### src/rtl/alu_seq_if.sv
// rtl/alu_seq_if.sv - operand/result handshake bundle for the sequential ALU
interface alu_seq_if #(
  parameter int WIDTH = 32
);
  logic             in_valid;
  logic             in_ready;
  logic [WIDTH-1:0] alu_src1;
  logic [WIDTH-1:0] alu_src2;
  logic [2:0]       alu_ctr;
  logic             out_valid;
  logic             out_ready;
  logic [WIDTH-1:0] alu_result;
  logic             zero_bit;
  logic             carry_bit;
  logic             overflow_bit;

  modport master (
    output in_valid, alu_src1, alu_src2, alu_ctr, out_ready,
    input  in_ready, out_valid, alu_result, zero_bit, carry_bit, overflow_bit
  );

  modport slave (
    input  in_valid, alu_src1, alu_src2, alu_ctr, out_ready,
    output in_ready, out_valid, alu_result, zero_bit, carry_bit, overflow_bit
  );
endinterface

### src/rtl/alu_seq.sv
// rtl/alu_seq.sv - handshaked ALU with registered flags and iterative unsigned MOD
module alu_seq #(
  parameter int WIDTH = 32,
  parameter int CNT_W = 6
) (
  input  logic clk,
  input  logic reset,
  alu_seq_if.slave bus
);
  typedef enum logic [1:0] {IDLE, DIV, DONE} state_t;

  state_t           r_state, w_state_next;
  logic [WIDTH-1:0] r_result;
  logic             r_carry, r_ovf;
  logic [WIDTH-1:0] r_dvd, r_dvs, r_rem;
  logic [CNT_W-1:0] r_cnt;

  logic             w_accept, w_last, w_is_mod;
  logic [WIDTH:0]   w_sum, w_diff, w_shift, w_trial;
  logic [WIDTH-1:0] w_rem_next, w_alu;
  logic             w_c, w_v, w_slt;

  assign w_accept = bus.in_valid && (r_state == IDLE);
  assign w_is_mod = (bus.alu_ctr == 3'b111);
  assign w_last   = (r_cnt == CNT_W'(WIDTH - 1));

  // Restoring step: bring in the next dividend bit, subtract the divisor if it fits.
  assign w_shift    = {r_rem, r_dvd[WIDTH-1]};
  assign w_trial    = w_shift - {1'b0, r_dvs};
  assign w_rem_next = w_trial[WIDTH] ? w_shift[WIDTH-1:0] : w_trial[WIDTH-1:0];

  assign w_sum  = {1'b0, bus.alu_src1} + {1'b0, bus.alu_src2};
  assign w_diff = {1'b0, bus.alu_src1} - {1'b0, bus.alu_src2};
  assign w_slt  = ($signed(bus.alu_src1) < $signed(bus.alu_src2));

  always_comb begin
    w_alu = '0;
    w_c   = 1'b0;
    w_v   = 1'b0;
    case (bus.alu_ctr)
      3'b000: w_alu = bus.alu_src1 & bus.alu_src2;
      3'b001: w_alu = bus.alu_src1 | bus.alu_src2;
      3'b010: w_alu = bus.alu_src1 ^ bus.alu_src2;
      3'b011: w_alu = ~(bus.alu_src1 | bus.alu_src2);
      3'b100: w_alu = {{(WIDTH-1){1'b0}}, w_slt};
      3'b101: begin
        w_alu = w_sum[WIDTH-1:0];
        w_c   = w_sum[WIDTH];
        w_v   = (bus.alu_src1[WIDTH-1] == bus.alu_src2[WIDTH-1]) &&
                (w_sum[WIDTH-1] != bus.alu_src1[WIDTH-1]);
      end
      3'b110: begin
        w_alu = w_diff[WIDTH-1:0];
        w_c   = ~w_diff[WIDTH];
        w_v   = (bus.alu_src1[WIDTH-1] != bus.alu_src2[WIDTH-1]) &&
                (w_diff[WIDTH-1] != bus.alu_src1[WIDTH-1]);
      end
      default: ;
    endcase
  end

  always_ff @(posedge clk) begin
    if (reset) r_state <= IDLE;
    else       r_state <= w_state_next;
  end

  always_comb begin
    w_state_next = r_state;
    case (r_state)
      IDLE:    if (w_accept) w_state_next = w_is_mod ? DIV : DONE;
      DIV:     if (w_last) w_state_next = DONE;
      DONE:    if (bus.out_ready) w_state_next = IDLE;
      default: w_state_next = IDLE;
    endcase
  end

  always_ff @(posedge clk) begin
    if (reset) begin
      r_result <= '0;
      r_carry  <= 1'b0;
      r_ovf    <= 1'b0;
      r_dvd    <= '0;
      r_dvs    <= '0;
      r_rem    <= '0;
      r_cnt    <= '0;
    end else if (w_accept) begin
      r_dvd <= bus.alu_src1;
      r_dvs <= bus.alu_src2;
      r_rem <= '0;
      r_cnt <= '0;
      if (!w_is_mod) begin
        r_result <= w_alu;
        r_carry  <= w_c;
        r_ovf    <= w_v;
      end
    end else if (r_state == DIV) begin
      r_rem <= w_rem_next;
      r_dvd <= {r_dvd[WIDTH-2:0], 1'b0};
      r_cnt <= r_cnt + 1'b1;
      if (w_last) begin
        r_result <= w_rem_next;
        r_carry  <= 1'b0;
        r_ovf    <= 1'b0;
      end
    end
  end

  assign bus.in_ready     = (r_state == IDLE);
  assign bus.out_valid    = (r_state == DONE);
  assign bus.alu_result   = r_result;
  assign bus.zero_bit     = (r_result == '0);
  assign bus.carry_bit    = r_carry;
  assign bus.overflow_bit = r_ovf;
endmodule

### src/flat_wrapper.sv
// flat-port wrapper written by rule: the top's interface ports become plain ports
module alu_seq_flat 
#(
  parameter int WIDTH = 32,
  parameter int CNT_W = 6
)
  (clk, reset, bus_in_valid, bus_alu_src1, bus_alu_src2, bus_alu_ctr, bus_out_ready, bus_in_ready, bus_out_valid, bus_alu_result, bus_zero_bit, bus_carry_bit, bus_overflow_bit);
  alu_seq_if #(.WIDTH(WIDTH)) bus_i ();
  input  logic clk;
  input  logic reset;
  input wire logic [$bits(bus_i.in_valid)-1:0] bus_in_valid;
  input wire logic [$bits(bus_i.alu_src1)-1:0] bus_alu_src1;
  input wire logic [$bits(bus_i.alu_src2)-1:0] bus_alu_src2;
  input wire logic [$bits(bus_i.alu_ctr)-1:0] bus_alu_ctr;
  input wire logic [$bits(bus_i.out_ready)-1:0] bus_out_ready;
  output wire logic [$bits(bus_i.in_ready)-1:0] bus_in_ready;
  output wire logic [$bits(bus_i.out_valid)-1:0] bus_out_valid;
  output wire logic [$bits(bus_i.alu_result)-1:0] bus_alu_result;
  output wire logic [$bits(bus_i.zero_bit)-1:0] bus_zero_bit;
  output wire logic [$bits(bus_i.carry_bit)-1:0] bus_carry_bit;
  output wire logic [$bits(bus_i.overflow_bit)-1:0] bus_overflow_bit;
  assign bus_i.in_valid = bus_in_valid;
  assign bus_i.alu_src1 = bus_alu_src1;
  assign bus_i.alu_src2 = bus_alu_src2;
  assign bus_i.alu_ctr = bus_alu_ctr;
  assign bus_i.out_ready = bus_out_ready;
  assign bus_in_ready = bus_i.in_ready;
  assign bus_out_valid = bus_i.out_valid;
  assign bus_alu_result = bus_i.alu_result;
  assign bus_zero_bit = bus_i.zero_bit;
  assign bus_carry_bit = bus_i.carry_bit;
  assign bus_overflow_bit = bus_i.overflow_bit;
  alu_seq #(.WIDTH(WIDTH), .CNT_W(CNT_W)) u_core (.clk(clk), .reset(reset), .bus(bus_i));
endmodule
### config.mk
export PLATFORM = sky130hd
export DESIGN_NAME = alu_seq_flat
export DESIGN_NICKNAME = d
export VERILOG_FILES = /design/src/rtl/alu_seq_if.sv /design/src/rtl/alu_seq.sv /design/src/flat_wrapper.sv
export SDC_FILE = /design/constraint.sdc
export NUM_CORES = 1
export LEC_CHECK = 0
export CAP_MARGIN = 20
export CORE_MARGIN = 1.5
export CORE_UTILIZATION = 45
export CTS_CLUSTER_DIAMETER = 50
export DETAILED_ROUTE_END_ITERATION = 10
export GPL_TIMING_DRIVEN = 0
export PLACE_DENSITY = 0.68
export SYNTH_ARGS = -nofsm -noshare
export SYNTH_HDL_FRONTEND = slang
export SYNTH_SLANG_ARGS = --single-unit
export TNS_END_PERCENT = 10
### constraint.sdc
create_clock -name clk -period 7.4 [get_ports clk]
set_clock_uncertainty 0.15 [all_clocks]
set_input_delay 1.48 -clock clk [delete_from_list [all_inputs] [get_ports clk]]
set_output_delay 1.48 -clock clk [all_outputs]
set_load 0.01 [all_outputs]
Word-level counts from Yosys, hierarchy flattened
Index checks and enable logic that the tools add are counted.
{"block": "word_totals", "register_bits": 138, "input_bits": 71, "wordCells": 68}
{"block": "classes", "magnitude_cmp": 1, "n_bitwise": 5, "mux": 21, "eq_ne": 18, "add_sub_neg": 4, "n_reduce_logical": 11}
{"op": "$mux 32", "n": 7}
{"op": "$pmux 32 s7", "n": 1}
{"op": "$add 32x32->33", "n": 1}
{"op": "$sub 32x32->33", "n": 1}
{"op": "$sub 33x32->33", "n": 1}
{"op": "$and 32x32->32", "n": 1}
{"op": "$logic_not 32->1", "n": 1}
{"op": "$lt 32x32->1", "n": 1}
{"op": "$not 32->32", "n": 1}
{"op": "$or 32x32->32", "n": 1}
{"op": "$xor 32x32->32", "n": 1}
{"op": "$eq 3x3->1 const B", "n": 4}
{"op": "$mux 2", "n": 4}
{"op": "$add 6x1->6 const B", "n": 1}
{"op": "$eq 3x2->1 const B", "n": 2}
{"op": "$eq 6x5->1 const B", "n": 1}
{"op": "$mux 1", "n": 6}
{"op": "$pmux 2 s3", "n": 1}
{"op": "$reduce_and 3->1", "n": 2}
{"op": "$ne 2x1->1 const B", "n": 2}
{"op": "$ne 2x2->1 const B", "n": 2}
{"op": "$pmux 1 s2", "n": 2}
{"op": "$reduce_bool 2->1", "n": 2}
{"op": "$eq 3x1->1 const B", "n": 1}
{"op": "9 further kinds", "n": 13}

Longest topological paths before layout
Gate-level depths: netlist of run 1.
{"block": "depth", "depth_word": 6, "mapped_depth": 15, "depth_no_buf": 13}

Least setup slack after synthesis of run 1
No wires, ideal clock.
{"block": "synth_timing", "path_type": "input to register", "start": "in bus_alu_src2[4]", "end": "reg u_core.r_result[25] (netlist: u_core.bus.alu_result[25])", "slack_ps": 3134, "arrival_ps": 3986, "cell_stages": 13, "path_buffers": 1, "cell_sequence": "inv_1 -> ha_1 -> buf_2 -> nor2b_1 -> nor4_1 -> a211oi_1 -> o21a_1 -> or3_1 -> a31o_2 -> a221oi_1 -> o21ba_2 -> a221oi_1 -> o22ai_1"}
{"block": "synth_via", "elab_chain_len": 4, "word_cells_on_any_way": 5}
{"item": "start: declaration", "line": "flat_wrapper.sv:13", "text": "input wire logic [$bits(bus_i.alu_src2)-1:0] bus_alu_src2;"}
{"item": "$sub 32x32->33 or $add 32x32->33 (tied branches)", "line": "alu_seq.sv:33, alu_seq.sv:32"}
{"item": "$pmux 32 s7 (*)", "line": "alu_seq.sv:40", "text": "case (bus.alu_ctr)"}
{"item": "$mux 32 (*)", "line": "alu_seq.sv:91", "text": "if (!w_is_mod) begin"}
{"item": "$mux 32 (*)", "line": "alu_seq.sv:86", "text": "end else if (w_accept) begin"}
{"item": "end signal: assignment", "line": "alu_seq.sv:92", "text": "r_result <= w_alu;"}
{"item": "end signal: assignment", "line": "alu_seq.sv:101", "text": "r_result <= w_rem_next;"}
{"item": "end: declaration", "line": "alu_seq.sv:13", "text": "logic [WIDTH-1:0] r_result;"}
Mark *: on every way between the ends. The rest lies on a longest branch, timed or not. The select of a mux whose other input is x is not followed.
A chain may end at the register's enable or synchronous reset.

Worst setup path after layout of run 1
{"block": "layout_timing", "start": "in bus_alu_src2[9]", "end": "reg u_core.r_result[0] (netlist: u_core.bus.alu_result[0])"}
{"block": "layout_via", "elab_chain_len": 4}
{"item": "$lt 32x32->1", "line": "alu_seq.sv:34", "text": "assign w_slt = ($signed(bus.alu_src1) < $signed(bus.alu_src2));"}
{"item": "$pmux 32 s7", "line": "alu_seq.sv:40"}
{"item": "$mux 32", "line": "alu_seq.sv:91"}
{"item": "$mux 32", "line": "alu_seq.sv:86"}
Every way passes these cells. The select of a mux whose other input is x is not followed.

==> results of run 1 <==
## metal layers
layer	vias to the layer above	share of wire	track usage
li1	6815	-	-
met1	6924	0.42	0.450
met2	855	0.44	0.559
met3	163	0.092	0.0794
met4	4	0.046	0.165
met5	-	0.00055	0
## worst min-delay path, stage by stage (launching register included)
cell and delay [ps]:
dfxtp_1 310, nand2_1 50, a21oi_1 50
## logic make-up after synthesis
logic type	Yosys count	share of synthesized area
flops	138	0.208
simple gates	554	0.189
xor+xnor	81	0.0540
fa+ha+maj	143	0.136
mux	54	0.0428
compound gates	610	0.297
buf+inv	250	0.0726
## area by class of cell
type	count	area, µm²
tap	384	480
inverter	136	510
clock buffer	17	425
sequential	138	2760
fill	2817	13400
antenna	1	2.50
multi-input combinational	1442	9550
buffer	114	453
timing repair buffer	105	1050
clock inverter	15	194
## cells in the final DEF (no fill, tap or decap), drive strengths merged, types with 7 or more instances in the layout
master	count
a211oi	41
a21o	25
a21oi	198
a221oi	15
a22oi	42
a311oi	13
a31o	7
a31oi	18
and2	7
and3	7
buf	23
clkbuf	108
clkdlybuf4s50	105
clkinv	9
dfxtp	138
ha	140
inv	142
mux2	16
mux2i	38
nand2	188
nand2b	16
nand3	24
nand4	13
nor2	169
nor2b	21
nor3	57
nor4	17
o211ai	17
o21a	12
o21ai	100
o21bai	16
o22a	7
o22ai	19
o31ai	14
or2	8
or3	11
xnor2	66
xor2	15
## final timing paths
kind | slack, ps | endpoint | start
worst min register to register | 300 | u_core.r_dvd[18] | u_core.r_dvd[18]
worst min-delay path | 300 | u_core.r_dvd[18] | u_core.r_dvd[18]
worst max register to register | 3280 | u_core.bus.alu_result[30] | u_core.r_dvd[31]
worst max-delay path | 2120 | u_core.bus.alu_result[0] | bus_alu_src2[9]
## state kept, by name, indices dropped and copies added (netlist names)
name and flops:
u_core.bus.alu_result 32, u_core.r_dvd 32, u_core.r_rem 32, u_core.bus.overflow_bit 1
u_core.r_state 2, u_core.r_cnt 6, u_core.r_dvs 32, u_core.bus.carry_bit 1
## report_power, final
group	switching (µW)	internal, µW	leakage, µW
combinational	858	538	0.00477
sequential	54.1	804	0.00113
clock	447	460	0.000299
## through the flow
stage / setup WS (ps) / cells / hold slack (ps) / utilization
6_report: 2120 / 2352 / 304 / 0.535
3_5_place_dp: 1810 / 2319 / 297 / 0.513
3_3_place_gp: 1810 / 2319 / 292 / 0.513
2_1_floorplan: 3130 / 1830 / 286 / -
4_1_cts: 2280 / 2351 / 306 / 0.535
5_1_grt: 1890 / 2351 / 321 / 0.535
==> flow_summary.ini, run 1 <==
[synthesis]
netlist_instances = 1830
synth_largest_area_cell = dfxtp_1
async_reset_ff_frac = 0
netlist_area_um2 = 13300
yosysMostFrequentCell = a21oi_1
synth_top_area_frac = 0.208
synth.area.top_cells = dfxtp_1 (21%), ha_1 (13%), a21oi_1 (7.4%), nand2_1 (5.3%), nor2_1 (4.8%)
synth-seq-area-share = 0.208
synth_edf_count = 0
syn_area_per_cell_um2 = 7.26
synth_nets = 2044
netlist_top_cells_count = a21oi_1 (197), nand2_1 (188), nor2_1 (169), ha_1 (140), dfxtp_1 (138)
ys_ff_latch = 138
synthFlopType = dfxtp_1
ys_warn_count = 0
ys_types = 78

[clock_tree]
clock_latency_ps = 460
holdBufCountCts = 0
clock-root-buffer = clkbuf_16
cts_buffer_depth = 2
cts_tree = done
clk_pin_slew_worst_paths_ps = 80
cts_resized = 0
cts_max_level = 4
cts_sinks = 138
cts_buffers = 17
postCtsSetupRepairBufs = 0

[placed_design]
place_hpwl_um = 43000
gp_congestion = 1.02
io_buffers = 105
placed_area_um2 = 14800

[worst_setup_path]
worst-endpoint-arrival_ps = 5500
worst-path-buf-inv = 3
worst_path_most_repeated_cell = o21ai_0
cpPeakStageDelay_ps = 650
crit_required_ps = 7620
cp_num_cells = 14
critPathLaunchType = primary input
endpoint_kind = flop
slowest_stage = clkdlybuf4s50_1
path_delay_family = compound AO/OA/AOI/OAI gates
crit_type = primary input to flop
rr_worst_depth = 14
path_cells = clkdlybuf4s50_1 -> inv_1 -> ha_1 -> clkbuf_1 -> nor2b_1 -> o21ai_0 -> o2111ai_1 -> a311oi_1 -> nand2_1 -> a31oi_1 -> o21ai_0 -> o21ai_0 -> nand4_1 -> a311oi_1
worstPathMaxFanout = 10

[detailed_routing]
ant_nets = 0
drc = 0
wl_per_cell_um = 23.1
drt_iter0_markers = 1916
drt_first_pass_iters = 6
num_vias = 14761
wl_um = 54300
avgViaCountPerCell = 6.28

[global_route]
grt_pass1_wl_um = 81700
grt_overflow = 0
grt_usage = 0.351
antenna_found_initial = 3
grt_pass1_vias = 13739
grt_max_degree = 19

[run]
drv_cap = 0

[layout]
drive_gt1_frac = 0.0412
postLayoutCellArea_um2 = 15400
syn2layout_area_growth_pct = 16.2
final_net_count = 2168

[power_and_ir_drop]
power.density_nw_per_um2 = 205
leakagePower_uw = 0.00620
ir_worst_vdd_mv = 0.188
power_uw = 3160

[floorplan]
core_area_um2 = 28900
num_io_pins = 108
fp-row-count = 62
die_area_um2 = 30500
start_util = 0.460
dieWidth_um = 175
die_h_um = 175

[timing]
finalHoldViolCount = 0
fmax_mhz = 189
maxSlewHeadroom = 0.246
setup_viol = 0
rsz0062_at_grt = no
slew_violations = 0
tns_ps = 0
fin_crit_ps = 5280
tightestPinTransition_ps = 1130
fin_crit_sh = 0.713

[hold_path]
hold_depth = 2
holdCritPathClass = flop to flop

[run_status]
status = finished, final reports clean
Power figures use the tool's default switching activity.
==> run 2: changes to the inputs <==
Settings changed: PLACE_DENSITY 0.68 to 0.71.
Clock period 7.4 ns to 4.3 ns, I/O delays scaled along.
==> run 2 against run 1 <==
Against the previous run:
- wire length grew 1.1%
- global-route usage is essentially flat
- clock-buffer cell count grew 2
- utilization grew 0.35 points
- combinational power grew 75%
- setup slack lost 2100 ps
- sequential power grew 72%
- sequential share of layout area shrank 0.12 points
- final cell count is essentially flat
- register-to-register slack lost 3100 ps
- critical path depth shrank 1
- critical path type unchanged
- largest power group unchanged
==> flow_summary.ini, run 2 (synthesis results as in run 1) <==
[floorplan]
die_h_um = 175
dieWidth_um = 175
start_util = 0.460
num_io_pins = 108
die_area_um2 = 30500
fp-row-count = 62
core_area_um2 = 28900

[global_route]
grt_max_degree = 17
grt_pass1_vias = 13962
antenna_found_initial = 0
grt_overflow = 0
grt_usage = 0.352
grt_pass1_wl_um = 82400

[clock_tree]
cts_sinks = 138
clock_latency_ps = 450
holdBufCountCts = 0
cts_buffer_depth = 2
cts_tree = done
cts_buffers = 17
clk_pin_slew_worst_paths_ps = 70
cts_max_level = 4
clock-root-buffer = clkbuf_16

[timing]
fmax_mhz = 234
fin_crit_sh = 0.993
tightestPinTransition_ps = 1040
setup_viol = 0
fin_crit_ps = 4270
finalHoldViolCount = 0
rsz0062_at_grt = yes
fin_ws_ps = 29.6
maxSlewHeadroom = 0.303
slew_violations = 0

[worst_setup_path]
reg2reg_to = u_core.bus.alu_result[30]
worst-endpoint-arrival_ps = 4440
r2r_slack_ps = 180
rr_worst_depth = 14
r2r_start = u_core.r_dvd[31]
crit_required_ps = 4470
worstPathMaxFanout = 10
critPathLaunchType = primary input
endpoint_kind = flop
crit_type = primary input to flop

[power_and_ir_drop]
ir_worst_vdd_mv = 0.172
power.density_nw_per_um2 = 345
power_uw = 5350
leakagePower_uw = 0.00625

[layout]
syn2layout_area_growth_pct = 17.0
final_net_count = 2169
antenna_cells = 0
layout_commonest_cell = a21oi_1
drive_gt1_frac = 0.0559
final_cell_mix = a21oi_1 (193), nand2_1 (187), nor2_1 (168), ha_1 (139), dfxtp_1 (138)

[run]
drv_cap = 0

[hold_path]
holdCritPathClass = flop to flop
min_to = u_core.r_dvd[19]
worstHoldStart = u_core.r_dvd[19]
hold_depth = 2

[detailed_routing]
avgViaCountPerCell = 6.29
drt_iter0_markers = 1642
num_vias = 14791
drc = 0
drt_first_pass_iters = 6
wl_um = 54800
wl_per_cell_um = 23.3
ant_nets = 0

[placed_design]
place_hpwl_um = 43400
pre_cts_ws_ps = -857
gp_congestion = 1.00
io_buffers = 105

[run_status]
status = finished, final reports clean
-- run 2: changes by cell type in the layout (fill, tap and decap cells not counted), sizes merged --
| cell | change |
|---|---|
| dlygate4sd2 | +1 |
| diode | -1 |
| dlymetal6s2s | +4 |
| buf | +1 |
| clkdlybuf4s50 | -5 |
| clkinv | -3 |
| inv | -3 |
| clkbuf | +2 |
| clkinvlp | +3 |
-- run 2: layer usage --
metal / GRT usage / up-vias / routed length, µm
li1: - / 6816 / -
met1: 0.461 / 7033 / 23000
met2: 0.570 / 797 / 24700
met3: 0.0572 / 145 / 4830
met4: 0.151 / 0 / 2230
met5: 0 / - / 0
-- run 2: through the flow --
| stage | instance area, µm² | cells | setup TNS, ps | hold slack, ps | util |
|---|---|---|---|---|---|
| 6_report | 15500 | 2351 | 0 | 304 | 0.538 |
| 3_3_place_gp | 14800 | 2319 | -11850 | 293 | 0.513 |
| 3_5_place_dp | 14800 | 2319 | -11980 | 297 | 0.513 |
| 4_1_cts | 15400 | 2350 | -94.3 | 306 | 0.535 |
| 5_1_grt | 15500 | 2351 | -198 | 327 | 0.538 |
| 2_1_floorplan | 13300 | 1830 | 0 | 286 | - |
-- run 2: layout make-up --
cell class / instances / area, µm²
Buffer: 113 / 459
Clock buffer: 19 / 443
Clock inverter: 12 / 93.8
Fill cell: 2929 / 13300
Inverter: 136 / 510
Multi-Input combinational cell: 1442 / 9710
Sequential cell: 138 / 2760
Tap cell: 384 / 480
Timing Repair Buffer: 107 / 1070
-- run 2: worst max-delay path, cell delays in order --
cell             delay [ps]
clkdlybuf4s50_1         550
inv_1                    90
ha_1                    370
buf_1                   280
nor4_1                  450
and2_1                  290
a2bb2oi_1               130
a221oi_2                370
o21ai_1                 230
nor2b_1                 220
nor3b_1                 140
nor4_1                  330
o22ai_1                 140
-- run 2: report_power, final --
group          switching, µW  leakage (µW)  internal [µW]
logic                   1500       0.00486            943
registers               95.8       0.00113           1380
clock network            668      0.000256            755
total                   2270       0.00625           3080
-- run 2: how the worst max path moves through the flow --
stage | to | from | slack, ps | cells after the start
global route | u_core.bus.alu_result[31] | bus_alu_src2[19] | -70 | 13
detailed placement | u_core.bus.alu_result[20] | bus_alu_src2[0] | -860 | 14
CTS | u_core.bus.alu_result[25] | bus_alu_src2[1] | -90 | 13
global placement | u_core.bus.alu_result[20] | bus_alu_src2[0] | -880 | 14
finish | u_core.bus.alu_result[31] | bus_alu_src2[16] | 30 | 13
floorplan | u_core.bus.alu_result[25] | bus_alu_src2[4] | 650 | 13
-- run 2: repair_timing --
item | 4_1_cts | 5_1_grt
setup buffers | 0 | 2
resized for setup | 21 | 33
pin swaps | 0 | 5
setup endpoints to repair | 16 | 19
==> run 3: changes to the inputs <==
Settings changed: CORE_UTILIZATION 45 to 27, MAX_ROUTING_LAYER set to met4, PLACE_DENSITY 0.71 to 0.49.
==> run 3 against run 2 <==
Against the previous run:
- combinational power is 2% higher
- sequential share of layout area shrank 0.60 points
- setup slack better by 33 ps
- wire length rose by 12%
- fmax is 0.77% higher
- die area is 65% higher
- sequential cell count is the same
- utilization fell by 21 points
- via count down 2.6%
- hold slack worse by 2.4 ps
- critical path type unchanged
- register-to-register slack about the same
==> flow_summary.ini, run 3 (synthesis results as in run 1) <==
[run_status]
status = finished, final reports clean

[timing]
whs_ps = 301
maxSlewHeadroom = 0.243
setup_viol = 0
finalHoldViolCount = 0
fmax_mhz = 236
fin_crit_ps = 4240
tightestPinTransition_ps = 1140
rsz0062_at_grt = yes
fin_crit_sh = 0.985
slew_violations = 0

[clock_tree]
cts_sinks = 138
clock-root-buffer = clkbuf_16
cts_max_level = 4
cts_buffer_depth = 2
cts_tree = done
cts_buffers = 17
clk_pin_slew_worst_paths_ps = 60
clock_latency_ps = 490

[worst_setup_path]
crit_required_ps = 4490
worstPathMaxFanout = 10
cpPeakStageDelay_ps = 690
worst_path_most_repeated_cell = and3_1
endpoint_kind = flop
critPathLaunchType = primary input
worst-endpoint-arrival_ps = 4430
path_cells = clkdlybuf4s50_1 -> inv_1 -> ha_1 -> clkbuf_2 -> and3_1 -> nor2b_2 -> o2111ai_1 -> o21bai_1 -> and3_1 -> a211oi_1 -> o21ai_0 -> nor4_2 -> o22ai_1
slowest_stage = clkdlybuf4s50_1
crit_type = primary input to flop

[detailed_routing]
avgViaCountPerCell = 5.47
drc = 0
num_vias = 14401
ant_nets = 0
wl_per_cell_um = 23.3
drt_iter0_markers = 1373
wl_um = 61400
drt_first_pass_iters = 5

[layout]
multi_input_area_um2 = 9780
layout_commonest_cell = a21oi_1
final_cells = 2634
syn2layout_area_growth_pct = 21.1
final_cell_mix = a21oi_1 (193), nand2_1 (187), nor2_1 (167), dfxtp_1 (138)
drive_gt1_frac = 0.0655
final_net_count = 2169
seqCellArea_um2 = 2760
fill_cells = 5342

[global_route]
grt_max_degree = 17
grt_pass1_wl_um = 89500
grt_overflow = 0
antenna_found_initial = 2
grt_usage = 0.247
grt_pass1_vias = 13753

[floorplan]
dieWidth_um = 225
start_util = 0.272
core_area_um2 = 48700
die_h_um = 225
num_io_pins = 108
fp-row-count = 81
die_area_um2 = 50500

[power_and_ir_drop]
clkPwrFrac = 0.298
power.density_nw_per_um2 = 353
ir_worst_vdd_mv = 0.184
seqPwrFrac = 0.261
p_int_uw = 3320
leakagePower_uw = 0.00635
sw_frac_of_total = 0.415
combPwrFrac = 0.440
p_switching_uw = 2360
power_uw = 5680

[placed_design]
post-place-cells = 2599
gp_congestion = 0.959
place_hpwl_um = 49300
io_buffers = 105

[run]
drv_cap = 0

[hold_path]
holdCritPathClass = flop to flop
[run 3: changes by cell type in the layout (fill, tap and decap cells not counted), sizes merged]
cell / before / now
buf: 24 / 25
clkbuf: 110 / 107
clkinv: 6 / 4
bufinv: 0 / 4
clkinvlp: 3 / 1
diode: 0 / 2
inv: 139 / 142
dlymetal6s2s: 4 / 7
clkdlybuf4s50: 100 / 97
[run 3: worst paths after layout]
path	end	slack (ps)	from	depth (start not counted)
worst max-delay path	u_core.bus.alu_result[31]	60	bus_alu_src2[18]	13
worst min-delay path	u_core.r_dvd[26]	300	u_core.r_dvd[26]	2
worst max register to register	u_core.bus.alu_result[30]	180	u_core.r_dvd[31]	14
worst min register to register	u_core.r_dvd[26]	300	u_core.r_dvd[26]	2
[run 3: power groups by stage]
| stage | sequential (µW) | clock, µW | combinational (µW) |
|---|---|---|---|
| 4_1_cts | 1480 | 1730 | 2420 |
| 6_report | 1480 | 1690 | 2500 |
| 3_3_place_gp | 1510 | 0 | 2400 |
| 3_5_place_dp | 1510 | 0 | 2390 |
| 5_1_grt | 1490 | 1760 | 2690 |
| 2_1_floorplan | 1490 | 0 | 1540 |
[run 3: metal layers]
metal | track usage | part of all wire | up-vias
li1 | - | - | 6798
met1 | 0.318 | 0.45 | 6948
met2 | 0.391 | 0.46 | 549
met3 | 0.0393 | 0.061 | 106
met4 | 0.0898 | 0.032 | 0
met5 | - | 0 | -
[run 3: final cells by class]
cell class,instances,share of cell area
buffer,112,0.0287
inverter,136,0.0318
timing repair buffer,108,0.0678
multi-input combinational,1442,0.608
clock buffer,17,0.0265
tap,664,0.0517
antenna,2,0.000311
clock inverter,15,0.0132
sequential,138,0.172
[run 3: what timing repair did]
item	in CTS	in global routing
endpoints found under the setup margin	19	21
pin swaps	0	8
hold buffers	0	0
gates resized for setup	22	56
hold endpoints to repair	0	0
setup buffers	0	3
[run 3: worst max-delay path: cells and delay by family]
family	cells	cell delay [ps]
buffers and inverters	3	1070
adders and majority gates	1	360
and+or+nand+nor	4	1070
AOI/OAI and AO/OA	5	1070
[run 3: stage by stage]
stage / setup slack, ps / utilization / area [µm²] / TNS (ps)
2_1_floorplan: 654 / - / 13300 / 0
3_3_place_gp: -1130 / 0.311 / 15200 / -15760
3_5_place_dp: -1050 / 0.311 / 15200 / -15410
4_1_cts: -103 / 0.326 / 15900 / -190
5_1_grt: -83.5 / 0.330 / 16100 / -139
6_report: 62.4 / 0.330 / 16100 / 0
